### src/rtl/fp_norm_round.sv
// Normalise-and-round stage of the half-precision adder: shift to hidden-bit position, RNE rounding, ovf/unf.
// Optional macro FPN_DENORM_EN keeps denormal results on underflow instead of flushing to signed zero.
module fp_norm_round #(
  parameter int MW = 12,
  parameter int EW = 5,
  parameter int FW = 10
) (
  input  logic          clk,
  input  logic          rst,
  input  logic          in_valid,
  output logic          in_ready,
  input  logic [MW-1:0] m_in,
  input  logic [3:0]    lead_pos,
  input  logic          in_zero,
  input  logic [EW-1:0] exp_in,
  input  logic          sign_in,
  input  logic          g_in,
  input  logic          s_in,
  output logic          out_valid,
  input  logic          out_ready,
  output logic [EW-1:0] exp_out,
  output logic [FW-1:0] frac_out,
  output logic          sign_out,
  output logic          ovf,
  output logic          unf
);

  typedef enum logic [1:0] {IDLE, NORM, ROUND, OUT} state_t;

  state_t state_reg, state_next;

  logic [MW-1:0] m_reg;
  logic [3:0]    lead_reg;
  logic          zero_reg;
  logic [EW-1:0] exp_reg;
  logic          sign_reg;
  logic          g_reg;
  logic          s_reg;

  // Normalised mantissa keeps the hidden bit; exponent carries one spare bit for overflow.
  logic [FW:0]   nm_reg, nm_next;
  logic [EW:0]   ne_reg, ne_next;
  logic          ng_reg, ng_next;
  logic          ns_reg, ns_next;
  logic          nunf_reg, nunf_next;
  logic          nden_reg, nden_next;

  logic [EW-1:0] exp_next;
  logic [FW-1:0] frac_next;
  logic          ovf_next;
  logic          unf_next;

  assign in_ready  = (state_reg == IDLE);
  assign out_valid = (state_reg == OUT);

  always_comb begin
    state_next = state_reg;
    case (state_reg)
      IDLE:    if (in_valid) state_next = NORM;
      NORM:    state_next = ROUND;
      ROUND:   state_next = OUT;
      OUT:     if (out_ready) state_next = IDLE;
      default: state_next = IDLE;
    endcase
  end

  // Every possible left-shift result; the guard bit enters at bit 0 on the first shift.
  logic [MW-1:0] shx;
  logic [FW:0]   shl [0:FW];

  assign shx    = {m_reg[FW:0], g_reg};
  assign shl[0] = m_reg[FW:0];

  generate
    for (genvar gi = 1; gi <= FW; gi++) begin : g_shl
      logic [MW-1:0] shifted;
      assign shifted = shx << (gi - 1);
      assign shl[gi] = shifted[FW:0];
    end
  endgenerate

  logic [3:0] k;
  assign k = 4'(FW) - lead_reg;

`ifdef FPN_DENORM_EN
  logic [3:0] dsh;
  assign dsh = (exp_reg == '0) ? 4'd0 : 4'(exp_reg - 5'd1);
`endif

  always_comb begin
    nm_next   = m_reg[FW:0];
    ne_next   = {1'b0, exp_reg};
    ng_next   = g_reg;
    ns_next   = s_reg;
    nunf_next = 1'b0;
    nden_next = 1'b0;
    if (zero_reg) begin
      nm_next = '0;
      ne_next = '0;
      ng_next = 1'b0;
      ns_next = 1'b0;
    end else if (lead_reg >= 4'd11) begin
      nm_next = m_reg[MW-1:1];
      ne_next = {1'b0, exp_reg} + 6'd1;
      ng_next = m_reg[0];
      ns_next = g_reg | s_reg;
    end else if (lead_reg < 4'd10) begin
      if ({1'b0, exp_reg} <= {2'b0, k}) begin
`ifdef FPN_DENORM_EN
        nm_next   = shl[dsh];
        ne_next   = '0;
        nden_next = 1'b1;
        if (dsh != 4'd0) begin
          ng_next = 1'b0;
          ns_next = 1'b0;
        end
`else
        nm_next   = '0;
        ne_next   = '0;
        ng_next   = 1'b0;
        ns_next   = 1'b0;
        nunf_next = 1'b1;
`endif
      end else begin
        nm_next = shl[k];
        ne_next = {1'b0, exp_reg} - {2'b0, k};
        ng_next = 1'b0;
        ns_next = 1'b0;
      end
    end
  end

  logic          inc;
  logic [FW:0]   fsum;
  logic [EW:0]   rexp;
  logic          tiny;

  assign inc  = ng_reg & (ns_reg | nm_reg[0]);
  assign fsum = {1'b0, nm_reg[FW-1:0]} + {{FW{1'b0}}, inc};
  assign rexp = ne_reg + {{EW{1'b0}}, fsum[FW]};
  // A denormal that rounds up into the hidden bit becomes the smallest normal.
  assign tiny = ~nm_reg[FW] & ~fsum[FW];

  always_comb begin
    exp_next  = rexp[EW-1:0];
    frac_next = fsum[FW-1:0];
    ovf_next  = 1'b0;
    unf_next  = nunf_reg | (nden_reg & tiny);
    if (rexp >= {1'b0, {EW{1'b1}}}) begin
      exp_next  = {EW{1'b1}};
      frac_next = '0;
      ovf_next  = 1'b1;
      unf_next  = 1'b0;
    end
  end

  always_ff @(posedge clk) begin
    if (rst) begin
      state_reg <= IDLE;
      m_reg     <= '0;
      lead_reg  <= '0;
      zero_reg  <= 1'b0;
      exp_reg   <= '0;
      sign_reg  <= 1'b0;
      g_reg     <= 1'b0;
      s_reg     <= 1'b0;
      nm_reg    <= '0;
      ne_reg    <= '0;
      ng_reg    <= 1'b0;
      ns_reg    <= 1'b0;
      nunf_reg  <= 1'b0;
      nden_reg  <= 1'b0;
      exp_out   <= '0;
      frac_out  <= '0;
      sign_out  <= 1'b0;
      ovf       <= 1'b0;
      unf       <= 1'b0;
    end else begin
      state_reg <= state_next;
      if (state_reg == IDLE && in_valid) begin
        m_reg    <= m_in;
        lead_reg <= lead_pos;
        zero_reg <= in_zero;
        exp_reg  <= exp_in;
        sign_reg <= sign_in;
        g_reg    <= g_in;
        s_reg    <= s_in;
      end
      if (state_reg == NORM) begin
        nm_reg   <= nm_next;
        ne_reg   <= ne_next;
        ng_reg   <= ng_next;
        ns_reg   <= ns_next;
        nunf_reg <= nunf_next;
        nden_reg <= nden_next;
      end
      if (state_reg == ROUND) begin
        exp_out  <= exp_next;
        frac_out <= frac_next;
        sign_out <= sign_reg;
        ovf      <= ovf_next;
        unf      <= unf_next;
      end
    end
  end

endmodule

### config.mk
export PLATFORM = sky130hd
export DESIGN_NAME = fp_norm_round
export DESIGN_NICKNAME = d
export VERILOG_FILES = /design/src/rtl/fp_norm_round.sv
export SDC_FILE = /design/constraint.sdc
export NUM_CORES = 1
export LEC_CHECK = 0
export CAP_MARGIN = 20
export CORE_MARGIN = 5
export CORE_UTILIZATION = 40
export DETAILED_ROUTE_END_ITERATION = 16
export PLACE_DENSITY = 0.61
export SYNTH_ARGS = -nofsm -noshare
export SYNTH_HDL_FRONTEND = slang
export SYNTH_SLANG_ARGS = --single-unit
### constraint.sdc
create_clock -name clk -period 4.43 [get_ports clk]
set_input_delay 0.443 -clock clk [delete_from_list [all_inputs] [get_ports clk]]
set_output_delay 0.443 -clock clk [all_outputs]
set_load 0.01 [all_outputs]
==> results.md, run 1 <==
* Outcome: completed
* Clock sinks at 63
* Worst-margin pin slew at 960 ps
* Post-synthesis mux area share at about 6%
* Post-cts repair resize count at 0
* First-pass GRT wire length at 15.7 mm
* DRC at 0
* Crit. Startpoint: lead_reg[0]$_SDFFE_PP0P_
* Fin. Hold Viols at 0
* Drt total wl at ~9.3 mm
* Cell area after synthesis at 3640 um^2
* Port Buffers at 47
* Io pins at between 40 and 50
* Placed cells at 585
* PD cells at 501 nW/um^2
* Number of flip-flops in the largest register at 11
* Tmin final at 3770 ps
* Placeable Area at 8810 um^2
* Worst hold path type: flip-flop to flip-flop
* CP startpoint kind: flip-flop
* Worst-Skew Late Latency at 350 ps
* Layout cells sized above 1 at 6.09%
* CTS clock-pin slew for the worst setup and hold paths at around 70 ps
* Post-synthesis cell type count at 62
* Vias in the first global route at ~3100
* Min-delay src: nunf_reg$_SDFFE_PP0N_
* Initial Util at 41.4%
* Routed len/inst at 15.4 um
* Fin crit share at 85.2%
* Cells after Synth at approximately 460
* Area growth syn-to-layout at 19.5%
* Die area at approximately 11000 um^2
* Largest family of logic cells by synthesized area: compound AO/OA/AOI/OAI gates
* CTS Buf Count at 9
* Leak at 1.58 nW
* Die height at 105 um
* Fin cells at 601
* Design area at 4350 um^2
* Setup WS post-layout at 657 ps
* Worst slack at placement at 659 ps
* Post-synth top flop: dfxtp_1
* Unrepaired setup endpoints after global routing: false
* Compound-cell area share of the yosys netlist at between 20% and 30%
* Placed Area at 4130 um^2
* Critical Path Sink Type: flip-flop
* Ys async rst share at 0%
* RR Startpoint: lead_reg[0]$_SDFFE_PP0P_
* Vias per inst at about 5.5
* Max-capacitance violation count at 0
* EDFF count, synth at 0
* CP required at between 4000 and 5000 ps
* H-tree depth at 3
* Slew Limit Fails at 0
* Hold_ws at roughly 470 ps
* Initial antenna violation count at 0
* Largest net degree at the start of global routing at 31
* Part of the Yosys area used for sequential elements at 34.6%
* Post-route clock skew at 14.3 ps
* Final setup viols at 0
* FMAX at about 270 MHz
* Mean post-synth cell area at 7.96 um^2
* Syn_nets at 502
* HPWL Detailed at 7.02 mm
* FF+latch count, synth at 63
* Synth Area in Adders at 5.94%
* Total GRT Usage at 17.4%
* Post-Synth XOR/XNOR Area at 3.81%
* Worst vdd ir at 0.288 mV
* YS warnings at 0
* Setup CP Type: flip-flop to flip-flop
* Die width at 105 um
* Crit path arrival time at between 4000 and 5000 ps
* Setup TNS at 0 ps
* Setup bufs post-CTS at 0
* Antenna Nets Post-Route at 0
* GRT overflow at 0
* Max Buffers Root-to-Sink at 2
* 1st-iter DRT viols at 231
* Clock Tree Root: clkbuf_8
* GPL Wtd Cong at 0.847
* CTS tree: yes
* TritonRoute pass-1 iters at 4
* CTS Hold Bufs at 0
* Vias at ~3300
* Simple logic cell fraction of the synthesized area at 20.0%
* CP max FO at 17
* Ant diodes at 0
* Nets@finish at 532
* Max_slew headroom at 35.9%
* Rows at 34
==> cells by family (layout without fill, tap and decap cells) <==
group                      Yosys count  count (layout)
AOI/OAI and AO/OA                  129             129
xor gates and xnor gates            15              15
adders and majority gates           17              17
buffers and inverters               50              85
DFF                                 63              63
muxes                               18              18
and+or+nand+nor                    166             166
==> cell usage in the layout (no fill, tap or decap), types with 4 or more instances in the layout <==
| cell type | instances |
|---|---|
| clkdlybuf4s50_1 | 46 |
| mux2i_1 | 14 |
| nand3_1 | 16 |
| a311oi_1 | 5 |
| nor2b_1 | 4 |
| xor2_1 | 5 |
| clkbuf_8 | 10 |
| a2bb2oi_1 | 11 |
| o31ai_1 | 8 |
| xnor2_1 | 9 |
| inv_1 | 21 |
| o21a_1 | 8 |
| dfxtp_1 | 63 |
| nand2_1 | 80 |
| nor3_1 | 8 |
| ha_1 | 14 |
| o21ai_0 | 18 |
| nor2_1 | 38 |
| o22ai_1 | 6 |
| a31oi_1 | 9 |
| a21oi_1 | 36 |
==> worst max-delay path: stages (launching register included) <==
cell	delay, ps
dfxtp_1	810
ha_1	550
xnor2_1	460
ha_1	430
a21oi_1	360
a2111o_1	210
o31ai_1	70
or4_1	500
a32o_1	250
==> cells in the mapped netlist (all sizes together), types with 2 or more instances <==
cell,instances,area (um^2)
nand2,80,300
dfxtp,63,1260
nor2,38,143
a21oi,37,196
clkbuf,22,82.6
inv,21,78.8
o21ai,19,98.9
nand3,16,80.1
ha,14,175
mux2i,14,140
a2bb2oi,11,96.3
xnor2,10,95.1
a31oi,9,56.3
o31ai,9,72.6
nor3,8,40.0
o21a,8,60.1
buf,7,38.8
o22ai,6,37.5
a311oi,5,43.8
xor2,5,43.8
nor2b,4,25.0
a211oi,3,22.5
and2,3,18.8
mux4,3,67.6
nand2b,3,18.8
nor4,3,18.8
a221oi,2,17.5
a22o,2,17.5
a32o,2,20.0
a32oi,2,17.5
maj3,2,21.3
nor3b,2,15.0
o31a,2,17.5
or4,2,15.0
==> report_power, final <==
group / switching, mW / leakage, nW / internal (mW) / total [mW]
combinational: 0.475 / 0.955 / 0.362 / 0.837
sequential: 0.121 / 0.512 / 0.654 / 0.775
clock: 0.235 / 0.110 / 0.332 / 0.567
total: 0.831 / 1.58 / 1.35 / 2.18
==> area by class of cell <==
class / count / area [um^2]
inverter: 21 / 78.8
sequential: 63 / 1260
tap: 108 / 135
clock inverter: 5 / 81.3
fill: 868 / 4450
multi-input combinational: 345 / 2180
timing repair buffer: 48 / 473
clock buffer: 11 / 141
==> metal layers <==
metal | vias to the layer above | track usage, % | routed length (um)
li1 | 1702 | - | -
met1 | 1496 | 24.6 | 4580
met2 | 96 | 25.9 | 4090
met3 | 11 | 4.40 | 464
met4 | 0 | 5.44 | 152
met5 | - | 0 | 0
==> worst paths after layout <==
path | endpoint | slack, ps | cells past startpoint
setup / recovery | ne_reg[3]$_SDFFE_PP0N_ | 660 | 8
hold / removal | nunf_reg$_SDFFE_PP0N_ | 470 | 2
setup reg to reg | ne_reg[3]$_SDFFE_PP0N_ | 660 | 8
hold reg to reg | nunf_reg$_SDFFE_PP0N_ | 470 | 2
==> through the flow <==
step	utilization, %	total power [mW]
floorplan	-	1.38
global placement	46.9	1.61
detailed placement	46.9	1.63
CTS	49.4	2.20
global route	49.4	2.34
finish	49.4	2.18
(Power assumes the default switching activity.)
==> run 2: changes to the inputs <==
CORE_ASPECT_RATIO = 0.8   (was not set)
clock period = 3.9 ns   (was 4.43 ns; I/O delays follow)
==> results.md, run 2 (synthesis results as in run 1) <==
* Outcome: completed (unchanged)
* Worst vdd ir at 0.354 mV (was 0.288 mV)
* Drt total wl at 9.54 mm (was 9.28 mm)
* Fin cells at 612 (was 601)
* Fin crit share at 82.5% (was 85.2%)
* Max_slew headroom at 41.7% (was 35.9%)
* GPL Wtd Cong at 0.907 (was 0.847)
* Post-cts repair resize count at 0 (unchanged)
* Largest net degree at the start of global routing at 47 (was 31)
* Critical-path top delay cell: xnor2_1 (was dfxtp_1)
* Share of power burned in the clock network at 32.9% (was 26.0%)
* DRC at 0 (unchanged)
* Net switching power at 978 uW (was 831 uW)
* FMAX at 311 MHz (was 265 MHz)
* Worst Path Buf+Inv at 0 (unchanged)
* Unrepaired setup endpoints after global routing: false (unchanged)
* CP required at 4090 ps (was 4660 ps)
* Vias per inst at 5.48 (was 5.50)
* Die area at 11100 um^2 (about the same)
* Fin. Hold Viols at 0 (unchanged)
* Port Buffers at 47 (unchanged)
* Ant diodes at 0 (unchanged)
* Crit path cell chain: ha_1 -> xnor2_1 -> ha_1 -> nand2b_1 -> a32oi_1 -> maj3_2 -> o31ai_2 -> o21ai_0 (was ha_1 -> xnor2_1 -> ha_1 -> a21oi_1 -> a2111o_1 -> o31ai_1 -> or4_1 -> a32o_1)
* CTS tree: yes (unchanged)
* Net Sw Frac at 35.5% (was 38.1%)
* Most frequent cells in the layout: nand2_1 (80), dfxtp_1 (63), clkdlybuf4s50_1 (46) (unchanged)
* Cell internal pwr at 1.78 mW (was 1.35 mW)
* Antenna Nets Post-Route at 0 (unchanged)
* Placed Area at 4170 um^2 (was 4130 um^2)
* GRT overflow at 0 (unchanged)
* PD cells at 611 nW/um^2 (was 501 nW/um^2)
* Setup CP Type: flip-flop to flip-flop (unchanged)
* Vias at 3352 (was 3305)
* Area growth syn-to-layout at 23.8% (was 19.5%)
* Initial Util at 40.7% (was 41.4%)
* Rows at 31 (was 34)
* CP max FO at 10 (was 17)
* Seq pwr share at 31.7% (was 35.6%)
* Top Family by Delay on Critical Path: adder cells (unchanged)
* Max Buffers Root-to-Sink at 2 (unchanged)
* Worst-margin pin slew at 871 ps (was 960 ps)
* Layout cells sized above 1 at 7.04% (was 6.09%)
* Design area at 4510 um^2 (was 4350 um^2)
* CTS Hold Bufs at 0 (unchanged)
* R2R depth at 8 (unchanged)
* First-pass GRT wire length at 15.8 mm (was 15.7 mm)
* HPWL Detailed at 7.19 mm (was 7.02 mm)
* Combinational share of power at 35.3% (was 38.4%)
* Slew Limit Fails at 0 (unchanged)
* Total GRT Usage at 18.2% (was 17.4%)
* Io pins at 49 (unchanged)
* Setup bufs post-CTS at 0 (unchanged)
* Hold path depth at 2 (unchanged)
* Post-route clock skew at 5.19 ps (was 14.3 ps)
* Setup TNS at 0 ps (unchanged)
* Min-delay src: rst (was nunf_reg$_SDFFE_PP0N_)
* Critical Path Sink Type: flip-flop (unchanged)
* Die height at 95.4 um (was 105 um)
* Number of flip-flops in the largest register at 11 (unchanged)
* Placeable Area at 8960 um^2 (was 8810 um^2)
* Clock sinks at 63 (unchanged)
* Die width at 117 um (was 105 um)
* Leak at 1.65 nW (was 1.58 nW)
* Worst-Skew Late Latency at 330 ps (was 350 ps)
* Initial antenna violation count at 0 (unchanged)
* Routed len/inst at 15.6 um (was 15.4 um)
* TritonRoute pass-1 iters at 4 (unchanged)
* Vias in the first global route at 3157 (was 3050)
* Clock Tree Root: clkbuf_16 (was clkbuf_8)
* Placed cells at 596 (was 585)
* Final setup viols at 0 (unchanged)
* Max-capacitance violation count at 0 (unchanged)
* Final core utilization at 50.4% (was 49.4%)
* Crit path arrival time at 3410 ps (was 4010 ps)
* RR Startpoint: lead_reg[1]$_SDFFE_PP0P_ (was lead_reg[0]$_SDFFE_PP0P_)
* Commonest non-fill, non-tap cell in the layout: nand2_1 (unchanged)
* CP startpoint kind: flip-flop (unchanged)
* CTS Buf Count at 9 (unchanged)
* Nets@finish at 536 (was 532)
* CTS clock-pin slew for the worst setup and hold paths at 60 ps (was 70 ps)
* 1st-iter DRT viols at 125 (was 231)
* Max incr delay on CP at 670 ps (was 810 ps)
* H-tree depth at 3 (unchanged)
* Worst hold path type: input pin to flip-flop (was flip-flop to flip-flop)
* Hold Crit Endpoint: nunf_reg$_SDFFE_PP0N_ (unchanged)
* Reg-to-reg critical path endpoint: ne_reg[1]$_SDFFE_PP0N_ (was ne_reg[3]$_SDFFE_PP0N_)
* Most common cell on crit path: ha_1 (unchanged)
* Hold_ws at 323 ps (was 474 ps)
* Tmin final at 3220 ps (was 3770 ps)
* Worst R2R Setup Slack at 680 ps (was 660 ps)
-- run 2: changes by cell type in the layout (fill, tap and decap cells not counted) --
cell and delta:
buf_4 +4, clkbuf_1 -1, clkbuf_16 +9, clkbuf_8 -7, clkinv_2 -1
-- run 2: worst reg2reg max path: cells and delay by family (launching register included) --
| family | cells | cell delay [ps] |
|---|---|---|
| flip-flops | 1 | 370 |
| AO/OA/AOI/OAI | 3 | 830 |
| XOR/XNOR | 1 | 670 |
| adder cells (fa/ha/maj) | 3 | 1070 |
| AND/OR/NAND/NOR | 1 | 140 |
-- run 2: final cells by class --
cell class                 count  area (um^2)
fill                         881         4450
multi-input combinational    345         2180
sequential                    63         1260
timing repair buffer          52          503
clock buffer                  12          267
tap                          115          144
inverter                      21         78.8
clock inverter                 4         76.3
-- run 2: layer usage --
metal	track usage, %	part of all wire (%)	vias up	wire (um)
li1	-	-	1707	-
met1	25.8	49	1553	4700
met2	27.4	43	81	4100
met3	4.19	6.5	11	619
met4	5.92	1.2	0	115
met5	0	0	-	0
-- run 2: metrics by stage --
stage / worst slack (ps) / total power [mW]
after floorplan: 930 / 1.57
after global placement: 766 / 1.85
after detailed placement: 709 / 1.86
after CTS: 694 / 2.78
after global routing: 381 / 2.92
final: 682 / 2.76
-- run 2: worst max path at each step --
stage / start / end / slack (ps) / depth (start not counted)
2_1_floorplan: lead_reg[0]$_SDFFE_PP0P_ / ne_reg[3]$_SDFFE_PP0N_ / 930 / 12
3_3_place_gp: lead_reg[1]$_SDFFE_PP0P_ / ne_reg[2]$_SDFFE_PP0N_ / 770 / 8
3_5_place_dp: lead_reg[1]$_SDFFE_PP0P_ / ne_reg[2]$_SDFFE_PP0N_ / 710 / 8
4_1_cts: lead_reg[1]$_SDFFE_PP0P_ / ne_reg[2]$_SDFFE_PP0N_ / 690 / 8
5_1_grt: lead_reg[2]$_SDFFE_PP0P_ / ne_reg[2]$_SDFFE_PP0N_ / 380 / 7
6_report: lead_reg[1]$_SDFFE_PP0P_ / ne_reg[1]$_SDFFE_PP0N_ / 680 / 8
-- run 2: power groups by stage --
stage | Clock, mW | Combinational, mW | Sequential, mW
3_5_place_dp | 0 | 0.970 | 0.886
5_1_grt | 0.947 | 1.09 | 0.892
3_3_place_gp | 0 | 0.963 | 0.885
6_report | 0.907 | 0.973 | 0.875
2_1_floorplan | 0 | 0.735 | 0.836
4_1_cts | 0.926 | 0.977 | 0.873
==> run 3: changes to the inputs <==
PLACE_DENSITY = 0.64   (was 0.61)
clock period = 2.6 ns   (was 3.9 ns; I/O delays follow)
==> results.md, run 3 (synthesis results as in run 1) <==
* Outcome: completed (unchanged)
* TritonRoute pass-1 iters at 6 (was 4)
* Clock Tree Root: clkbuf_16 (unchanged)
* Max Buffers Root-to-Sink at 2 (unchanged)
* HPWL Detailed at 7.73 mm (was 7.19 mm)
* Slew Limit Fails at 0 (unchanged)
* Max_slew headroom at 47.2% (was 41.7%)
* Placeable Area at 8960 um^2 (unchanged)
* Worst vdd ir at 0.764 mV (was 0.354 mV)
* Setup TNS at 0 ps (unchanged)
* Layout cells sized above 1 at 17.4% (was 7.04%)
* Clock sinks at 63 (unchanged)
* Vias in the first global route at 3582 (was 3157)
* Fin. Hold Viols at 0 (unchanged)
* Initial Util at 40.7% (unchanged)
* Die width at 117 um (unchanged)
* Share of power burned in the clock network at 26.1% (was 32.9%)
* Worst hold path type: input pin to flip-flop (unchanged)
* PD cells at 843 nW/um^2 (was 611 nW/um^2)
* Crit path arrival time at 2740 ps (was 3410 ps)
* CTS Buf Count at 9 (unchanged)
* Initial antenna violation count at 0 (unchanged)
* Net Sw Frac at 38.2% (was 35.5%)
* GPL Wtd Cong at 0.895 (was 0.907)
* Net switching power at 1.57 mW (was 978 uW)
* Critical Path Sink Type: flip-flop (unchanged)
* Vias at 3590 (was 3352)
* CTS tree: yes (unchanged)
* Largest net degree at the start of global routing at 31 (was 47)
* Drt total wl at 10.8 mm (was 9.54 mm)
* Number of flip-flops in the largest register at 11 (unchanged)
* Antenna Nets Post-Route at 0 (unchanged)
* CTS clock-pin slew for the worst setup and hold paths at 50 ps (was 60 ps)
* Port Buffers at 47 (unchanged)
* Cell internal pwr at 2.55 mW (was 1.78 mW)
* Final setup viols at 0 (unchanged)
* Worst-margin pin slew at 791 ps (was 871 ps)
* Io pins at 49 (unchanged)
* Setup CP Type: flip-flop to flip-flop (unchanged)
* H-tree depth at 3 (unchanged)
* CP max FO at 7 (was 10)
* GRT overflow at 0 (unchanged)
* Seq pwr share at 31.4% (was 31.7%)
* Die height at 95.4 um (unchanged)
* Placed cells at 620 (was 596)
* Commonest non-fill, non-tap cell in the layout: nand2_1 (unchanged)
* Unrepaired setup endpoints after global routing: true (was false)
* Leak at 1.79 nW (was 1.65 nW)
* Fin cells at 643 (was 612)
* Ant diodes at 0 (unchanged)
* Fin crit share at 97.2% (was 82.5%)
* Worst-Skew Late Latency at 330 ps (about the same)
* Combinational share of power at 42.6% (was 35.3%)
* CP required at 2820 ps (was 4090 ps)
* Post-route clock skew at 4.28 ps (was 5.19 ps)
* FMAX at 396 MHz (was 311 MHz)
* Area growth syn-to-layout at 34.0% (was 23.8%)
* DRC at 0 (unchanged)
* Total GRT Usage at 20.4% (was 18.2%)
* Most frequent cells in the layout: nand2_1 (80), dfxtp_1 (60), clkdlybuf4s50_1 (46) (was nand2_1 (80), dfxtp_1 (63), clkdlybuf4s50_1 (46))
* Rows at 31 (unchanged)
* Routed len/inst at 16.8 um (was 15.6 um)
* Die area at 11100 um^2 (unchanged)
* Max-capacitance violation count at 0 (unchanged)
* Vias per inst at 5.58 (was 5.48)
* Nets@finish at 567 (was 536)
* First-pass GRT wire length at 17.6 mm (was 15.8 mm)
* 1st-iter DRT viols at 224 (was 125)
* Tmin final at 2530 ps (was 3220 ps)
* CP startpoint kind: flip-flop (unchanged)
run 3: worst paths after layout:
| kind | from | end | slack, ps | cells after the start |
|---|---|---|---|---|
| max | nm_reg[0]$_SDFFE_PP0N_ | frac_out[9]$_SDFFE_PP0P_ | 70 | 13 |
| min | rst | state_reg[1]$_SDFFE_PP0P_ | 430 | 2 |
| max reg2reg | nm_reg[0]$_SDFFE_PP0N_ | frac_out[9]$_SDFFE_PP0P_ | 70 | 13 |
| min reg2reg | s_reg$_SDFFE_PP0P_ | s_reg$_SDFFE_PP0P_ | 460 | 2 |
run 3: what timing repair did:
item	in CTS	in global routing
setup endpoints to repair	17	18
endpoints found under the hold margin	0	0
buffers inserted	4	2
cloned	1	0
hold buffers	0	0
gates resized for setup	25	12
pin swaps	9	12
run 3: power by group through the flow:
stage | logic (mW) | registers (mW) | clock network, mW
after global placement | 1.60 | 1.30 | 0
after CTS | 1.69 | 1.29 | 1.10
final | 1.75 | 1.29 | 1.07
after detailed placement | 1.63 | 1.30 | 0
after global routing | 1.93 | 1.31 | 1.13
after floorplan | 1.14 | 1.26 | 0
run 3: critical path: stages, from the launching register on:
cell	delay (ps)
dfxtp_2	340
o21a_1	110
ha_2	190
ha_4	150
nand3_4	80
nor4_4	170
ha_2	270
buf_6	110
nand3_1	130
xor2_2	200
o2111ai_4	260
buf_6	190
a2bb2oi_2	140
nor2_1	50
run 3: cell type report:
class / count / area [um^2]
repair buffers: 83 / 747
fillers: 845 / 4080
multi-input cells: 345 / 2390
clock inverters: 4 / 22.5
flip-flops and latches: 63 / 1260
inverters: 21 / 78.8
clock buffers: 12 / 236
well taps: 115 / 144
run 3: through the flow:
step	util (%)	power, mW	setup WS [ps]	hold WS, ps	area [um^2]
after floorplan	-	2.40	12.8	396	3690
after global placement	48.9	2.90	-8.10	446	4380
after detailed placement	48.9	2.93	-139	461	4380
after CTS	53.5	4.07	-25.1	406	4800
after global routing	54.5	4.38	-92.6	465	4880
final	54.5	4.12	72.6	426	4880
run 3: per-layer routing:
layer  global-route usage, %  up-vias  wire (um)
li1                        -     1770          -
met5                       0        -          0
met3                    6.09       17        583
met4                    4.20        0        146
met1                    26.7     1682       5090
met2                    33.3      121       4990
